==> config.mk <==
export PLATFORM = sky130hd
export DESIGN_NAME = instance_port_arbiter
export DESIGN_NICKNAME = d
export VERILOG_FILES = /design/src/rtl/instance_port_arbiter.sv
export SDC_FILE = /design/constraint.sdc
export NUM_CORES = 1
export LEC_CHECK = 0
export ABC_AREA = 1
export CORE_UTILIZATION = 37
export CTS_CLUSTER_DIAMETER = 200
export DETAILED_ROUTE_END_ITERATION = 10
export GPL_TIMING_DRIVEN = 0
export PLACE_DENSITY = 0.88
export RECOVER_POWER = 100
export SYNTH_ARGS = -nofsm -noshare
export SYNTH_HDL_FRONTEND = slang
export SYNTH_SLANG_ARGS = --single-unit
export TNS_END_PERCENT = 1
==> constraint.sdc <==
create_clock -name clk -period 3 [get_ports clk]
set_input_delay 0.45 -clock clk [delete_from_list [all_inputs] [get_ports clk]]
set_output_delay 0.45 -clock clk [all_outputs]
set_load 0.02 [all_outputs]
==> src/rtl/instance_port_arbiter.sv <==
// instance_port_arbiter: round-robin, packet-atomic arbiter that lets NUM_REQ
// requesters share one downstream valid/ready port. A grant is taken in IDLE
// (one cycle of arbitration latency) and held in BUSY until a last-beat
// transfer. Optional watchdog build macro: INSTANCE_ARB_TIMEOUT_EN.
module instance_port_arbiter #(
    parameter int NUM_REQ = 4,
    parameter int DATA_W  = 8,
    parameter int TIMEOUT = 16
) (
    input  logic                        clk,
    input  logic                        rst_n,
    input  logic [NUM_REQ-1:0]          req_valid,
    input  logic [NUM_REQ*DATA_W-1:0]   req_data,
    input  logic [NUM_REQ-1:0]          req_last,
    output logic [NUM_REQ-1:0]          req_ready,
    output logic                        out_valid,
    output logic [DATA_W-1:0]           out_data,
    output logic                        out_last,
    input  logic                        out_ready,
    output logic [$clog2(NUM_REQ)-1:0]  grant_id,
    output logic                        busy
`ifdef INSTANCE_ARB_TIMEOUT_EN
   ,output logic                        timeout_err
`endif
);
    localparam int IDW = $clog2(NUM_REQ);
    localparam logic [0:0] IDLE = 1'b0;
    localparam logic [0:0] BUSY = 1'b1;

    logic [0:0]       state;
    logic             armed;     // first edge after reset release only arms
    logic [IDW-1:0]   ptr;
    logic [IDW-1:0]   pick;
    logic [IDW-1:0]   nxt_ptr;
    logic             xfer;
    logic             wd_fire;
    logic [DATA_W-1:0] data_arr [NUM_REQ];

    // Per-requester payload slicing and ready steering
    genvar g;
    generate
        for (g = 0; g < NUM_REQ; g++) begin : g_req
            assign data_arr[g]  = req_data[g*DATA_W +: DATA_W];
            assign req_ready[g] = busy & out_ready & (grant_id == IDW'(g));
        end
    endgenerate

    assign busy     = (state == BUSY);
    assign out_valid = busy & req_valid[grant_id];
    assign out_data = data_arr[grant_id];
    assign out_last = busy & req_last[grant_id];
    assign xfer     = out_valid & out_ready;
    assign nxt_ptr  = (grant_id == IDW'(NUM_REQ-1)) ? '0 : grant_id + IDW'(1);

    // Round-robin search: first valid index at or above ptr, wrapping.
    // Walking k downward lets the smallest offset overwrite last.
    always_comb begin
        logic [IDW:0] idx;
        idx  = '0;
        pick = ptr;
        for (int k = NUM_REQ-1; k >= 0; k--) begin
            idx = {1'b0, ptr} + (IDW+1)'(k);
            if (idx >= (IDW+1)'(NUM_REQ)) idx = idx - (IDW+1)'(NUM_REQ);
            if (req_valid[idx[IDW-1:0]]) pick = idx[IDW-1:0];
        end
    end

`ifdef INSTANCE_ARB_TIMEOUT_EN
    localparam int WDW = $clog2(TIMEOUT+1);
    logic [WDW-1:0] wd_cnt;

    // Fires during the TIMEOUT-th consecutive stalled BUSY cycle
    assign wd_fire     = busy & ~xfer & (wd_cnt == WDW'(TIMEOUT-1));
    assign timeout_err = wd_fire;

    // Stall counter: counts BUSY cycles without a transfer
    always_ff @(posedge clk or negedge rst_n) begin
        if (!rst_n)                      wd_cnt <= '0;
        else if (!busy || xfer || wd_fire) wd_cnt <= '0;
        else                             wd_cnt <= wd_cnt + WDW'(1);
    end
`else
    assign wd_fire = 1'b0;
`endif

    // Grant FSM: arbitrate in IDLE, hold the owner until last beat or watchdog
    always_ff @(posedge clk or negedge rst_n) begin
        if (!rst_n) begin
            state    <= IDLE;
            armed    <= 1'b0;
            ptr      <= '0;
            grant_id <= '0;
        end else begin
            armed <= 1'b1;
            case (state)
                IDLE: begin
                    if (armed && |req_valid) begin
                        grant_id <= pick;
                        state    <= BUSY;
                    end
                end
                default: begin
                    if ((xfer && req_last[grant_id]) || wd_fire) begin
                        state <= IDLE;
                        ptr   <= nxt_ptr;
                    end
                end
            endcase
        end
    end
endmodule

==> out/qor.txt, run 1 <==
=================================================================================
Delay of the slowest cell on the worst path                               0.69 ns
Synthesized instance count                                                    146
Tightest Hold Check Type                                              in -> async
Fraction of the yosys area taken by sequential cells                        0.182
Count of nets left with antenna violations after detail routing                 0
DR vias/cell                                                                 5.04
Cells on worst reg2reg path                                                     7
Core footprint                                                           2020 µm²
Post-layout min period                                                    2.69 ns
Clock Path Buffers                                                              2
WL per Instance                                                           12.9 µm
Termination of the worst setup path                                  req_ready[0]
Switch share                                                                0.542
Crit. Startpoint                                                      grant_id[0]
Kind of cell adding the most delay to the critical path              buffers and inverters
Part of the power in combinational logic                                    0.825
Starting utilization of the core area                                       0.407
Number of ports placed on the die boundary                                     60
CP Buf/Inv Count                                                                5
Flip-flop and latch count after synthesis                                       6
Number of filler cells placed in the layout                                   174
Total inserted antenna cells                                                    0
Die width                                                                 49.2 µm
Setup repair bufs after CTS                                                     0
Buffer cell driving the clock tree root                                  clkbuf_4
Number of warnings reported in the yosys synthesis log                          0
Routability-driven placement congestion ratio                               0.818
Final Hold Fails                                                                0
DR DRC count                                                                    0
Worst vdd ir                                                             0.549 mV
Outcome                                                              complete, no violations
Switching power summed over all nets                                       703 µW
Distinct cell type count after synthesis                                       20
Overall die height                                                        49.2 µm
Cell mode on critical path                                                  inv_1
Number of global-route vias before repair                                    1141
Max-cap violations                                                              0
Vias                                                                         1185
Path length in cells of the critical path                                       7
Violation count after the first detailed-routing iteration                     38
Post-cts gate resize count                                                      0
Final-layout setup total negative slack                                      0 ns
Area of the die                                                          2420 µm²
Footprint of the flip-flops and latches                                   150 µm²
Multi-input combinational cell area                                       553 µm²
Area added between synthesis and finish                                     77.2%
Crit Reg-Reg Endpoint                                                        busy
Number of rows in the core area                                                16
Setup repair after global routing missed its margin                         false
Worst path arrival time                                                   2.24 ns
Post-Place Worst Slack                                                   0.492 ns
Final nets                                                                    257
Number of clock sinks                                                           6
Fraction of layout instances using a drive strength above 1                0.0625
Count of buffers inserted at the top-level ports                               59
CTS buffer count                                                                3
Post-Syn Area per Cell                                                   5.64 µm²
Minimum setup slack among reg-to-reg paths                                1.40 ns
Final worst-path setup slack                                             0.314 ns
Overall track demand over capacity in global routing                        0.265
Cell breakdown of the critical path                                  inv_1, buf_4, buf_2, ha_1, inv_1, nor2_1, dlygate4sd3_1
Skew-Pair Late Insertion Delay                                            0.24 ns
Power density over the cells                                           890 nW/µm²
Total gr overflow                                                               0
Clock power frac                                                            0.055
Drt first pass iters                                                            4
Startpoint class of the critical path                                   flip-flop
Setup skew after layout                                                0.00689 ns
Worst EP required                                                         2.55 ns
Max-slew violations                                                             0
Post-synthesis net count                                                      193
LEAKAGE                                                                  0.700 nW
Count of H-tree levels built during CTS                                         1
Antenna violations before repair                                                0
Pin count of the biggest net entering global routing                           12
CP Max Fanout                                                                  11
Internal power                                                             595 µW
R2R Path Start                                                        grant_id[0]
Setup violators final                                                           0
Wire length reported by the detailed router                               3030 µm
Highest clock frequency the design can meet                               372 MHz
Estimated wirelength of the detail-placed design                          2390 µm
Tcrit/Tclk final                                                            0.895
Wire length of the first global-routing pass                              5050 µm
Register share of total power                                               0.120
Register clock-pin slew on the reported worst setup and hold paths        0.05 ns
Category of the worst setup path capture point                        output port
Worst setup path category                                              reg -> out
Clock tree from TritonCTS                                                     yes
Cell with the biggest individual delay on the critical path          dlygate4sd3_1
Total of hold buffers inserted after clock tree synthesis                       0
Synth Cell Area                                                           823 µm²
=================================================================================
-- cell usage in the layout, fill, tap and decap left out, drive strengths merged --
| cell type | count |
|---|---|
| a21oi | 1 |
| a31oi | 1 |
| buf | 6 |
| clkbuf | 4 |
| clkdlybuf4s50 | 41 |
| conb | 1 |
| dfrtp | 6 |
| dlygate4sd3 | 18 |
| ha | 4 |
| inv | 18 |
| nand2 | 40 |
| nand3 | 11 |
| nand4 | 1 |
| nor2 | 23 |
| nor3 | 1 |
| o211ai | 2 |
| o21ai | 22 |
| o22ai | 8 |
-- state kept, by name, indices dropped and copies added (netlist names) --
name,flops
ptr,2
grant_id,2
busy,1
armed,1
-- final cells by class --
| cell class | instances | share of cell area |
|---|---|---|
| sequential | 6 | 0.103 |
| buffer | 7 | 0.0283 |
| inverter | 18 | 0.0463 |
| clock buffer | 3 | 0.0154 |
| multi-input combinational | 115 | 0.379 |
| tap | 27 | 0.0232 |
| timing repair buffer | 59 | 0.405 |
-- stage by stage --
stage	cell area [µm²]	total power, mW	util	hold WS (ns)	cells
2_1_floorplan	823	0.843	-	0.154	146
3_3_place_gp	1450	1.24	0.716	0.594	232
3_5_place_dp	1450	1.28	0.716	0.589	232
4_1_cts	1470	1.36	0.727	0.448	235
5_1_grt	1460	1.43	0.722	0.541	235
6_report	1460	1.30	0.722	0.521	235
-- how the worst min path moves through the flow --
stage	to	slack (ns)	cells past startpoint
3_5_place_dp	busy	0.59	2
4_1_cts	busy	0.45	1
2_1_floorplan	armed	0.15	0
6_report	busy	0.52	1
5_1_grt	ptr[0]	0.54	1
3_3_place_gp	busy	0.59	2
-- synth_stat cells, drive strengths merged --
cell | instances | area, µm²
a21oi | 1 | 5.00
a31oi | 1 | 6.26
buf | 6 | 37.5
clkbuf | 1 | 3.75
conb | 1 | 3.75
dfrtp | 6 | 150
ha | 4 | 50.1
inv | 18 | 67.6
nand2 | 40 | 155
nand3 | 11 | 60.1
nand4 | 1 | 6.26
nor2 | 23 | 86.3
nor3 | 1 | 16.3
o211ai | 2 | 15.0
o21ai | 22 | 110
o22ai | 8 | 50.1
-- worst reg2reg max path: cells and delay by family, from the launching register on --
kind | cells | cell delay, ns
buffers and inverters | 2 | 0.28
AO/OA/AOI/OAI | 1 | 0.15
flip-flops | 1 | 0.47
AND/OR/NAND/NOR | 4 | 0.55
-- kinds of logic after synthesis --
family / count (synthesis) / synth area share
AND/OR/NAND/NOR: 76 / 0.394
AO/OA/AOI/OAI: 34 / 0.226
buffers and inverters: 25 / 0.132
flip-flops: 6 / 0.182
adder cells (fa/ha/maj): 4 / 0.0608
other: 1 / 0.00455
-- routing by layer --
layer / vias up / global-route usage / part of all wire
met5: - / 0 / 0
met2: 53 / 0.505 / 0.50
met1: 528 / 0.307 / 0.43
li1: 598 / - / -
met3: 6 / 0.0280 / 0.048
met4: 0 / 0.0686 / 0.014
-- power groups by stage --
stage	Combinational [mW]	Clock, mW	Sequential (mW)
after floorplan	0.673	0	0.170
after global placement	1.09	0	0.157
after detailed placement	1.12	0	0.159
after CTS	1.13	0.0738	0.157
after global routing	1.18	0.0794	0.164
final	1.07	0.0711	0.156
Note: power is estimated with default switching activity, not from simulation.
==> run 2, diff against run 1 <==
--- a/config.mk
+++ b/config.mk
@@ -6,6 +6,7 @@
 export NUM_CORES = 1
 export LEC_CHECK = 0
 export ABC_AREA = 1
+export CORE_MARGIN = 4
 export CORE_UTILIZATION = 37
 export CTS_CLUSTER_DIAMETER = 200
 export DETAILED_ROUTE_END_ITERATION = 10
==> out/qor.txt, run 2 (same netlist as run 1, synthesis figures left out) <==
=================================================================================
Skew-Pair Late Insertion Delay                                            0.25 ns   was 0.24 ns
Wire length reported by the detailed router                               3280 µm   was 3030 µm
Most used cells in the layout excluding fill and tap cells           41 x clkdlybuf4s50_1, 38 x nand2_1, 23 x nor2_1   unchanged
Crit. Startpoint                                                      grant_id[0]   unchanged
Register clock-pin slew on the reported worst setup and hold paths        0.05 ns   about the same
Vias                                                                         1200   was 1185
Final worst-path setup slack                                             0.284 ns   was 0.314 ns
Wire length of the first global-routing pass                              5290 µm   was 5050 µm
Worst vdd ir                                                             0.591 mV   was 0.549 mV
Total inserted antenna cells                                                    0   unchanged
Number of filler cells placed in the layout                                   193   was 174
Most common cell after layout, fill and taps aside                   clkdlybuf4s50_1   unchanged
Core footprint                                                           2040 µm²   was 2020 µm²
R2R Path Start                                                        grant_id[0]   unchanged
Setup repair bufs after CTS                                                     0   unchanged
Highest clock frequency the design can meet                               368 MHz   was 372 MHz
Area of the die                                                          3040 µm²   was 2420 µm²
Post-Place Worst Slack                                                   0.485 ns   was 0.492 ns
Number of global-route vias before repair                                    1149   was 1141
Number of clock sinks                                                           6   unchanged
Clock Path Buffers                                                              2   unchanged
Fraction of layout instances using a drive strength above 1                0.0625   unchanged
Worst EP required                                                         2.55 ns   about the same
Startpoint class of the critical path                                   flip-flop   unchanged
Count of H-tree levels built during CTS                                         1   unchanged
Kind of cell adding the most delay to the critical path              buffers and inverters   unchanged
Post-cts gate resize count                                                      0   unchanged
Overall die height                                                        55.2 µm   was 49.2 µm
Estimated wirelength of the detail-placed design                          2610 µm   was 2390 µm
Largest registers                                                    grant_id: 2 flops, ptr: 2 flops   unchanged
Count of buffers inserted at the top-level ports                               59   unchanged
Overall track demand over capacity in global routing                        0.238   was 0.265
Final Hold Fails                                                                0   unchanged
Cells on worst reg2reg path                                                     8   was 7
Worst path arrival time                                                   2.27 ns   was 2.24 ns
Delay of the slowest cell on the worst path                               0.70 ns   was 0.69 ns
Final nets                                                                    257   unchanged
Total power after layout                                                  1.31 mW   was 1.30 mW
Buffer cell driving the clock tree root                                  clkbuf_4   unchanged
Drt first pass iters                                                            4   unchanged
Category of the worst setup path capture point                        output port   unchanged
Setup repair after global routing missed its margin                         false   unchanged
WL per Instance                                                           13.9 µm   was 12.9 µm
Violation count after the first detailed-routing iteration                     33   was 38
Die width                                                                 55.2 µm   was 49.2 µm
Starting utilization of the core area                                       0.403   was 0.407
Crit Reg-Reg Endpoint                                                      ptr[0]   was busy
Final-layout setup total negative slack                                      0 ns   unchanged
Power density over the cells                                           901 nW/µm²   was 890 nW/µm²
Outcome                                                              complete, no violations   unchanged
Total gr overflow                                                               0   unchanged
CP Max Fanout                                                                  11   unchanged
Total of hold buffers inserted after clock tree synthesis                       0   unchanged
Antenna violations before repair                                                0   unchanged
Area after DPL                                                           1450 µm²   unchanged
Post-layout min period                                                    2.72 ns   was 2.69 ns
DR DRC count                                                                    0   unchanged
Clock tree from TritonCTS                                                     yes   unchanged
Area added between synthesis and finish                                     77.2%   unchanged
Pin count of the biggest net entering global routing                           12   unchanged
Max-cap violations                                                              0   unchanged
Worst setup path category                                              reg -> out   unchanged
Minimum hold slack                                                       0.502 ns   was 0.521 ns
Max-slew violations                                                             0   unchanged
Cell mode on critical path                                                  inv_1   unchanged
Setup skew after layout                                                0.00437 ns   was 0.00689 ns
Number of ports placed on the die boundary                                     60   unchanged
Cell breakdown of the critical path                                  inv_1, buf_4, buf_2, ha_1, inv_1, nor2_1, dlygate4sd3_1   unchanged
Non-Filler Cell Area, Final                                              1460 µm²   unchanged
Tcrit/Tclk final                                                            0.905   was 0.895
Count of nets left with antenna violations after detail routing                 0   unchanged
CTS buffer count                                                                3   unchanged
Setup violators final                                                           0   unchanged
LEAKAGE                                                                  0.700 nW   unchanged
Minimum setup slack among reg-to-reg paths                                1.34 ns   was 1.40 ns
Tightest Hold Check Type                                              in -> async   unchanged
CP Buf/Inv Count                                                                5   unchanged
Number of rows in the core area                                                16   unchanged
Cell with the biggest individual delay on the critical path          dlygate4sd3_1   unchanged
Routability-driven placement congestion ratio                               0.882   was 0.818
DR vias/cell                                                                 5.11   was 5.04
=================================================================================
-- run 2: cell counts in the layout (fill, tap and decap cells not counted) --
No cell type changed its count.
-- run 2: power breakdown --
group / internal [mW] / switching (mW)
Sequential: 0.115 / 0.0427
Combinational: 0.435 / 0.645
Clock: 0.0455 / 0.0322
-- run 2: layout make-up --
class / count / area (µm²) / share of cell area
inverter: 18 / 67.6 / 0.0463
multi-input combinational: 115 / 553 / 0.379
clock buffer: 3 / 22.5 / 0.0154
sequential: 6 / 150 / 0.103
timing repair buffer: 59 / 591 / 0.405
tap: 27 / 33.8 / 0.0232
buffer: 7 / 41.3 / 0.0283
-- run 2: per-layer routing --
metal,track usage,wire length [µm],up-vias
met2,0.425,1670,32
met4,0.0486,39,0
li1,-,-,597
met3,0.0295,138,4
met5,0,0,-
met1,0.305,1430,567
-- run 2: how the worst max path moves through the flow --
stage | to | slack (ns) | depth (start not counted)
2_1_floorplan | req_ready[2] | 1.13 | 6
3_3_place_gp | out_valid | 0.51 | 8
3_5_place_dp | out_valid | 0.49 | 8
4_1_cts | req_ready[2] | 0.33 | 7
5_1_grt | req_ready[0] | 0.14 | 7
6_report | req_ready[2] | 0.28 | 7
-- run 2: metrics by stage --
stage,cells,utilization
after floorplan,146,-
after global placement,232,0.709
after detailed placement,232,0.709
after CTS,235,0.720
after global routing,235,0.714
final,235,0.714
